--- src/rtl/forward_scoreboard.sv ---
// Forward scoreboard: tracks the destination register and result latency of
// the instructions in stages E..W, picks the bypass source for each D-stage
// read port, and raises a load-use / HI-LO stall for the D instruction.
module forward_scoreboard #(
  parameter int DW      = 32,
  parameter int NRP     = 2,
  parameter int NSTG    = 3,
  parameter int MUL_LAT = 5,
  parameter int DIV_LAT = 10
) (
  input  logic                clk,
  input  logic                rst_n,
  input  logic                d_valid,
  input  logic [4:0]          d_dst,
  input  logic [1:0]          d_tnew,
  input  logic [5*NRP-1:0]    d_rd_addr,
  input  logic [2*NRP-1:0]    d_tuse,
  input  logic [DW*NRP-1:0]   d_rd_val,
  input  logic                d_md,
  input  logic                md_start,
  input  logic                md_div,
  input  logic [DW*NSTG-1:0]  stg_data,
  input  logic                flush,
  output logic                stall,
  output logic [DW*NRP-1:0]   fwd_data,
  output logic [3*NRP-1:0]    fwd_sel,
  output logic                md_busy
);

  localparam int LAT_MAX = (DIV_LAT > MUL_LAT) ? DIV_LAT : MUL_LAT;
  localparam int CW      = $clog2(LAT_MAX + 1);

  // Scoreboard entries, index s = pipeline stage s after D
  logic [NSTG-1:0]       ent_vld_q;
  logic [NSTG-1:0][4:0]  ent_dst_q;
  logic [NSTG-1:0][1:0]  ent_tnew_q;

  logic                  ld_vld_d;
  logic [1:0]            ld_tnew_d;
  logic [CW-1:0]         md_cnt_q, md_cnt_d;
  logic [NRP-1:0]        port_stall;
  logic [NSTG-1:0][DW-1:0] stg_w;

  assign stg_w = stg_data;

  // A stalled or flushed D instruction enters E as a bubble; $0 never tracked
  assign ld_vld_d  = d_valid & (d_dst != 5'd0) & ~stall & ~flush;
  assign ld_tnew_d = ld_vld_d ? d_tnew : 2'd0;

  // Scoreboard shifts every cycle; only entry 0 sees the stall bubble
  always_ff @(posedge clk or negedge rst_n) begin
    if (!rst_n) begin
      ent_vld_q  <= '0;
      ent_dst_q  <= '0;
      ent_tnew_q <= '0;
    end else begin
      ent_vld_q[0]  <= ld_vld_d;
      ent_dst_q[0]  <= d_dst;
      ent_tnew_q[0] <= ld_tnew_d;
      for (int s = 1; s < NSTG; s++) begin
        ent_vld_q[s]  <= ent_vld_q[s-1];
        ent_dst_q[s]  <= ent_dst_q[s-1];
        ent_tnew_q[s] <= (ent_tnew_q[s-1] == 2'd0) ? 2'd0 : ent_tnew_q[s-1] - 2'd1;
      end
    end
  end

  // HI/LO busy counter: load only when idle, then count down to zero
  always_comb begin
    md_cnt_d = md_cnt_q;
    if (md_cnt_q != '0)
      md_cnt_d = md_cnt_q - CW'(1);
    else if (md_start)
      md_cnt_d = md_div ? CW'(DIV_LAT) : CW'(MUL_LAT);
  end

  // Counter register; reset abandons any in-flight mult/div
  always_ff @(posedge clk or negedge rst_n) begin
    if (!rst_n) md_cnt_q <= '0;
    else        md_cnt_q <= md_cnt_d;
  end

  assign md_busy = (md_cnt_q != '0) | md_start;

  // Per-port bypass select; youngest producer wins
  for (genvar p = 0; p < NRP; p++) begin : g_port
    logic [4:0]    addr;
    logic [1:0]    tuse;
    logic          hit;
    logic [1:0]    hit_tnew;
    logic [2:0]    sel;
    logic [DW-1:0] data;

    assign addr = d_rd_addr[5*p +: 5];
    assign tuse = d_tuse[2*p +: 2];

    // Scan oldest to youngest so the lowest-index match overrides the rest
    always_comb begin
      hit      = 1'b0;
      hit_tnew = 2'd0;
      sel      = 3'd0;
      data     = d_rd_val[DW*p +: DW];
      for (int s = NSTG-1; s >= 0; s--) begin
        if (ent_vld_q[s] && (ent_dst_q[s] == addr) && (addr != 5'd0)) begin
          hit      = 1'b1;
          hit_tnew = ent_tnew_q[s];
          if (ent_tnew_q[s] == 2'd0) begin
            sel  = 3'(s + 1);
            data = stg_w[s];
          end else begin
            sel  = 3'd0;
            data = d_rd_val[DW*p +: DW];
          end
        end
      end
    end

    assign port_stall[p]         = hit & (hit_tnew > tuse);
    assign fwd_sel[3*p +: 3]     = sel;
    assign fwd_data[DW*p +: DW]  = data;
  end

  assign stall = d_valid & ((|port_stall) | (d_md & md_busy));

endmodule

--- config.mk ---
export PLATFORM = sky130hd
export DESIGN_NAME = forward_scoreboard
export DESIGN_NICKNAME = d
export VERILOG_FILES = /design/src/rtl/forward_scoreboard.sv
export SDC_FILE = /design/constraint.sdc
export NUM_CORES = 1
export LEC_CHECK = 0
export BUFFER_PORTS_ARGS = -buffer_cell sky130_fd_sc_hd__buf_2
export CAP_MARGIN = 20
export CORE_MARGIN = 2
export CORE_UTILIZATION = 41
export DETAILED_ROUTE_END_ITERATION = 6
export GPL_TIMING_DRIVEN = 0
export PLACE_DENSITY_LB_ADDON = 0.2
export SLEW_MARGIN = 20
export SYNTH_ARGS = -nofsm -noshare
export SYNTH_HDL_FRONTEND = slang
export SYNTH_SLANG_ARGS = --single-unit
export TNS_END_PERCENT = 5
--- constraint.sdc ---
create_clock -name clk -period 3 [get_ports clk]
set_input_delay 0.15 -clock clk [delete_from_list [all_inputs] [get_ports clk]]
set_output_delay 0.15 -clock clk [all_outputs]
set_load 0.01 [all_outputs]
* Word-level counts from Yosys, hierarchy flattened
Cells that the tools add are included.
** Word-level totals
- Register bits after elaboration :: 28
- Latch bits :: 0
- Memory bits (writable) :: 0
- ROM bits :: 0
- Input bits :: 188
- Output and inout bits :: 72
- Word-level logic and storage cells :: 90
- Memories kept :: 0
** Cells by class
- $add $sub $neg :: 3
- Multipliers :: 0
- Div/mod/pow operators :: 0
- Order comparisons :: 2
- Eq/ne operators :: 6
- Shifts and indexed selects :: 0
- Mux-type cells :: 39
- Bitwise operators :: 11
- Reductions and logical operators :: 21
** Operators with widths (count)
- $mux 32 :: 12
- $eq 5x5->1 :: 6
- $mux 2 :: 13
- $reduce_bool 5->1 :: 3
- $logic_and 1x1->1 :: 12
- $mux 3 :: 4
- $mux 4 :: 3
- $and 1x1->1 :: 7
- $mux 1 :: 7
- $logic_not 2->1 :: 3
- $gt 2x2->1 :: 2
- $reduce_bool 4->1 :: 1
- $sub 2x1->2 const B :: 2
- $sub 4x1->4 const B :: 1
- $not 1->1 :: 2
- $or 1x1->1 :: 2
- $reduce_bool 2->1 :: 1
- $reduce_or 2->1 :: 1

* Logic depth before layout (Yosys ltp)
- Depth in word-level cells :: 15
- Mapped depth :: 14
- Depth with buffers taken out :: 13

* Worst setup path before layout
No wires, ideal clock.
- Path kind :: register -> register
- From :: reg ent_dst_q[3] (netlist bit)
- To :: reg ent_tnew_q[0] (netlist bit)
- Arrival :: 2.718 ns
- Data required time :: 2.934 ns
- Slack :: 0.216 ns
- Stages on the path, launching flop included :: 13
- Period minus slack after synthesis :: 2.784 ns
- Path through :: dfrtp_1 -> xnor2_1 -> nand4_1 -> nor4_1 -> clkbuf_1 -> buf_2 -> o21ai_0 -> ha_1 -> a21oi_1 -> a21oi_1 -> o31a_1 -> nor4_2 -> and2_1
** Between the ends
- Longest elaborated chain between the ends :: 13
- Elaborated cells on any way between the ends :: 21
- Classes of those cells :: order compare: 2; eq/ne: 2; mux: 5; bitwise: 7; reduce/logical: 5
** Ends and longest elaborated chain
- start: declaration :: RTL line 35 : logic [NSTG-1:0][4:0] ent_dst_q;
- start signal: indexed assignment :: RTL line 62 : ent_dst_q[s] <= ent_dst_q[s-1];
- $eq 5x5->1 :: RTL line 104 : if (ent_vld_q[s] && (ent_dst_q[s] == addr) && (addr != 5'd0)) begin
- $logic_and 1x1->1 (2 in series) :: RTL line 104
- $mux 2 :: RTL line 104
- $gt 2x2->1 :: RTL line 118 : assign port_stall[p] = hit & (hit_tnew > tuse);
- $and 1x1->1 :: RTL line 118
- $reduce_or 2->1 (*) :: RTL line 123 : assign stall = d_valid & ((|port_stall) | (d_md & md_busy));
- $or 1x1->1 (*) :: RTL line 123
- $and 1x1->1 (*) :: RTL line 123
- $not 1->1 (*) :: RTL line 47 : assign ld_vld_d = d_valid & (d_dst != 5'd0) & ~stall & ~flush;
- $and 1x1->1 (*) (2 in series) :: RTL line 47
- net ld_vld_d :: RTL line 38 : logic ld_vld_d;
- $mux 2 (*) :: RTL line 48 : assign ld_tnew_d = ld_vld_d ? d_tnew : 2'd0;
- net ld_tnew_d[0] :: RTL line 39 : logic [1:0] ld_tnew_d;
- end signal: indexed assignment :: RTL line 63 : ent_tnew_q[s] <= (ent_tnew_q[s-1] == 2'd0) ? 2'd0 : ent_tnew_q[s-1] - 2'd1;
- end: declaration :: RTL line 36 : logic [NSTG-1:0][1:0] ent_tnew_q;
The timed path passes the listed nets; every way through them passes the cells marked *.
A chain may end at the register's enable or synchronous reset.

* Final worst setup path
- From :: reg ent_dst_q[1] (netlist bit)
- To :: out stall
** Between the ends
- Longest elaborated chain between the ends :: 9
- Elaborated cells on any way between the ends :: 17
- Classes of those cells :: order compare: 2; eq/ne: 2; mux: 4; bitwise: 4; reduce/logical: 5
** Ends and longest elaborated chain
- $eq 5x5->1 :: RTL line 104
- $logic_and 1x1->1 (2 in series) :: RTL line 104
- $mux 2 :: RTL line 104
- $gt 2x2->1 :: RTL line 118
- $and 1x1->1 :: RTL line 118
- $reduce_or 2->1 (*) :: RTL line 123
- $or 1x1->1 (*) :: RTL line 123
- $and 1x1->1 (*) :: RTL line 123
- end: declaration :: RTL line 24 : output logic stall,
Mark *: on every way between the ends. The rest lies on a longest branch, timed or not.

==> run metrics <==
core area 10400 sq um; combinational share of power 47.5%; Post-synth ARST share 100%; remaining global-route overflow 0; RR Endpoint ent_tnew_q[0]; WP data arrival 2.93 ns; Crit Reg-Reg Startpoint ent_dst_q[1]; Clock Skews 0.00550 ns; vias in the first global route 5730; Pint about 910 uW; worst-path fanout max 10; Multi-input gate area 3560 sq um; fillers 1071; Setup Viol. Count Final 1; vias about 6000; initial antenna violation count 0; GRT Resource Usage Total about 30%; Final Hold Fails 0; CTS HTree Levels 1; Seq/Total Area, Yosys 15.8%; Layout Utilization between 50 and 60%; die width 108 um; Mapped Cells 698; syn_area_per_cell 6.35 sq um; clock latency on the worst-skew pair 0.27 ns; ys flop type dfrtp_1; io pins 260; worst slew pin tran 0.888 ns; Period minus WS final 3.08 ns; clock tree buffer depth 2; max-cap violation count 0; Final #Nets 1171; Cell Pwr Density 231 nW/um^2; sequential cell area 701 sq um; DR vias/cell 5.53; switching power 532 uW; Slew Limit Fails 0; dpl cells 1092; slew margin rel. 40.6%; worst min path class in -> reg; peak supply drop 0.355 mV; Worst Hold Depth 2; Routed Wire Length 18600 um; Synth Register Bits 28; total CTS buffers 3; crit end category output port; hpwl dp 14100 um; Achievable Freq 0.325 GHz; DRC 0; Startpoint Class flip-flop; R2R cell count 12; Hold EP ent_tnew_q[1]; violations in the final reports negative setup slack; share of layout cells above drive strength 1 a little under a third; CTS Sinks 28; GP Congestion approximately 0.9; sw frac 37.0%; WL/cell 16.7 um; outcome finished, violations left; largest net degree at the start of global routing 29; sequential power share 32.2%; I/O Buffers 257; RSZ-0062 raised after global routing true; Leak 3.47 nW; CTS tree yes; Required @ worst endpoint 2.85 ns; antenna cells 0; period utilisation layout 103%; root buf cell clkbuf_8; unique cell type count in the Yosys netlist 46; P&R area growth vs syn 40.4%; first-pass GRT wire length 27900 um; final cell count without fillers 1113; First-pass DRT Iterations 5; Post-synth EDFFs 0; Ys Warns 0; worst hold margin 0.0792 ns; final setup margin -0.0787 ns; DRT iter0 DRCs 448; die area 11700 sq um; Site Rows 37; hold wc startpoint d_tnew[1]; clock share of power 20.3%; crit path kind reg -> out; Clock transition at path regs 0.09 ns; die height 108 um; Synth Cell Area 4430 sq um; pre-CTS setup slack -0.404 ns; r2r setup slk approximately 0.21 ns; initial core utilization around 43%; ANT nets after route 0
flip-flops by register name (all words and copies together), names as in the netlist:
register and cells:
md_cnt_q 4, ent_vld_q 3, ent_tnew_q 6, ent_dst_q 15
power groups by stage:
stage,Combinational [mW],Sequential (mW),Clock [mW]
finish,0.683,0.462,0.292
global route,0.752,0.468,0.317
CTS,0.671,0.460,0.298
detailed placement,0.654,0.467,0
global placement,0.646,0.467,0
floorplan,0.355,0.457,0
worst max-delay path: stages, from the launching register on:
cell and delay [ns]:
dfrtp_1 0.42, xnor2_1 0.18, nand4_1 0.20, or3_4 0.40, clkbuf_4 0.21, nor2_1 0.10, a31oi_1 0.06, ha_1 0.29
nor2b_1 0.13, o21ai_1 0.19, a31oi_2 0.09, o31a_1 0.25, buf_2 0.14
worst max path at each step:
stage                        startpoint       endpoint  depth (start not counted)
after floorplan            ent_dst_q[3]  ent_tnew_q[0]                         12
after global placement     ent_dst_q[4]          stall                         12
after detailed placement   ent_dst_q[3]          stall                         12
after CTS                 ent_dst_q[14]          stall                         12
after global routing       ent_dst_q[0]          stall                         12
final                      ent_dst_q[1]          stall                         12
per-stage QoR:
stage	total power [mW]	instance area (sq um)	TNS [ns]
floorplan	0.812	4440	0
global placement	1.11	5890	-6.77
detailed placement	1.12	5900	-1.47
CTS	1.43	6140	-0.0667
global route	1.54	6220	-1.99
finish	1.44	6220	-0.0787
what timing repair did:
item,CTS,global route
buffers inserted,4,7
hold buffers,6,0
endpoints found under the hold margin,33,0
gates resized for setup,16,10
pin swaps,3,8
setup endpoints to repair,37,48
logic make-up after synthesis:
kind of cell	Yosys count	synth area share, %
multiplexers	64	14.5
adder cells (fa/ha/maj)	5	1.41
AO/OA/AOI/OAI	191	24.5
buffers and inverters	60	6.04
AND/OR/NAND/NOR	322	32.4
flip-flops	28	15.8
other	1	0.0846
XOR/XNOR	27	5.33
synth_stat cells, types with 6 or more instances:
| master | count | area, sq um |
|---|---|---|
| nand3_1 | 64 | 320 |
| a21o_1 | 30 | 225 |
| a21oi_1 | 69 | 345 |
| clkbuf_1 | 39 | 146 |
| nor2_1 | 15 | 56.3 |
| dfrtp_1 | 28 | 701 |
| mux2i_1 | 64 | 641 |
| o21ai_0 | 71 | 355 |
| nor2b_1 | 6 | 37.5 |
| xor2_1 | 6 | 52.6 |
| and2_1 | 6 | 37.5 |
| inv_1 | 11 | 41.3 |
| nand2_1 | 200 | 751 |
| xnor2_1 | 21 | 184 |
routing by layer:
metal / global-route usage [%] / routed length, um / part of all wire, % / vias to the layer above
li1: - / - / - / 2994
met1: 38.2 / 7770 / 42 / 2815
met2: 53.2 / 9060 / 49 / 319
met3: 2.95 / 1390 / 7.5 / 30
met4: 6.96 / 348 / 1.9 / 0
met5: 0 / 0 / 0 / -
final cells by class:
cell class | count | share of cell area, %
multi-input cells | 611 | 57.3
repair buffers | 274 | 23.0
flip-flops and latches | 28 | 11.3
plain buffers | 49 | 3.94
well taps | 136 | 2.73
clock buffers | 3 | 0.664
inverters | 11 | 0.664
clock inverters | 1 | 0.483
placed cells by master, fill, tap and decap left out, types with 3 or more instances in the layout:
master,n
mux2i_1,64
clkbuf_1,34
inv_1,11
a21o_1,30
nor2_1,13
clkbuf_8,4
o21ai_0,69
and2_1,6
buf_2,260
dlygate4sd3_1,6
or2_2,3
nand2_1,200
o21ai_1,3
a31oi_1,3
buf_4,14
xor2_1,6
nor2b_1,5
nand2b_1,5
buf_6,4
a21oi_1,69
nand3_1,64
ha_1,5
dfrtp_1,28
nand4_1,5
xnor2_1,19
Note: power is estimated with default switching activity, not from simulation.
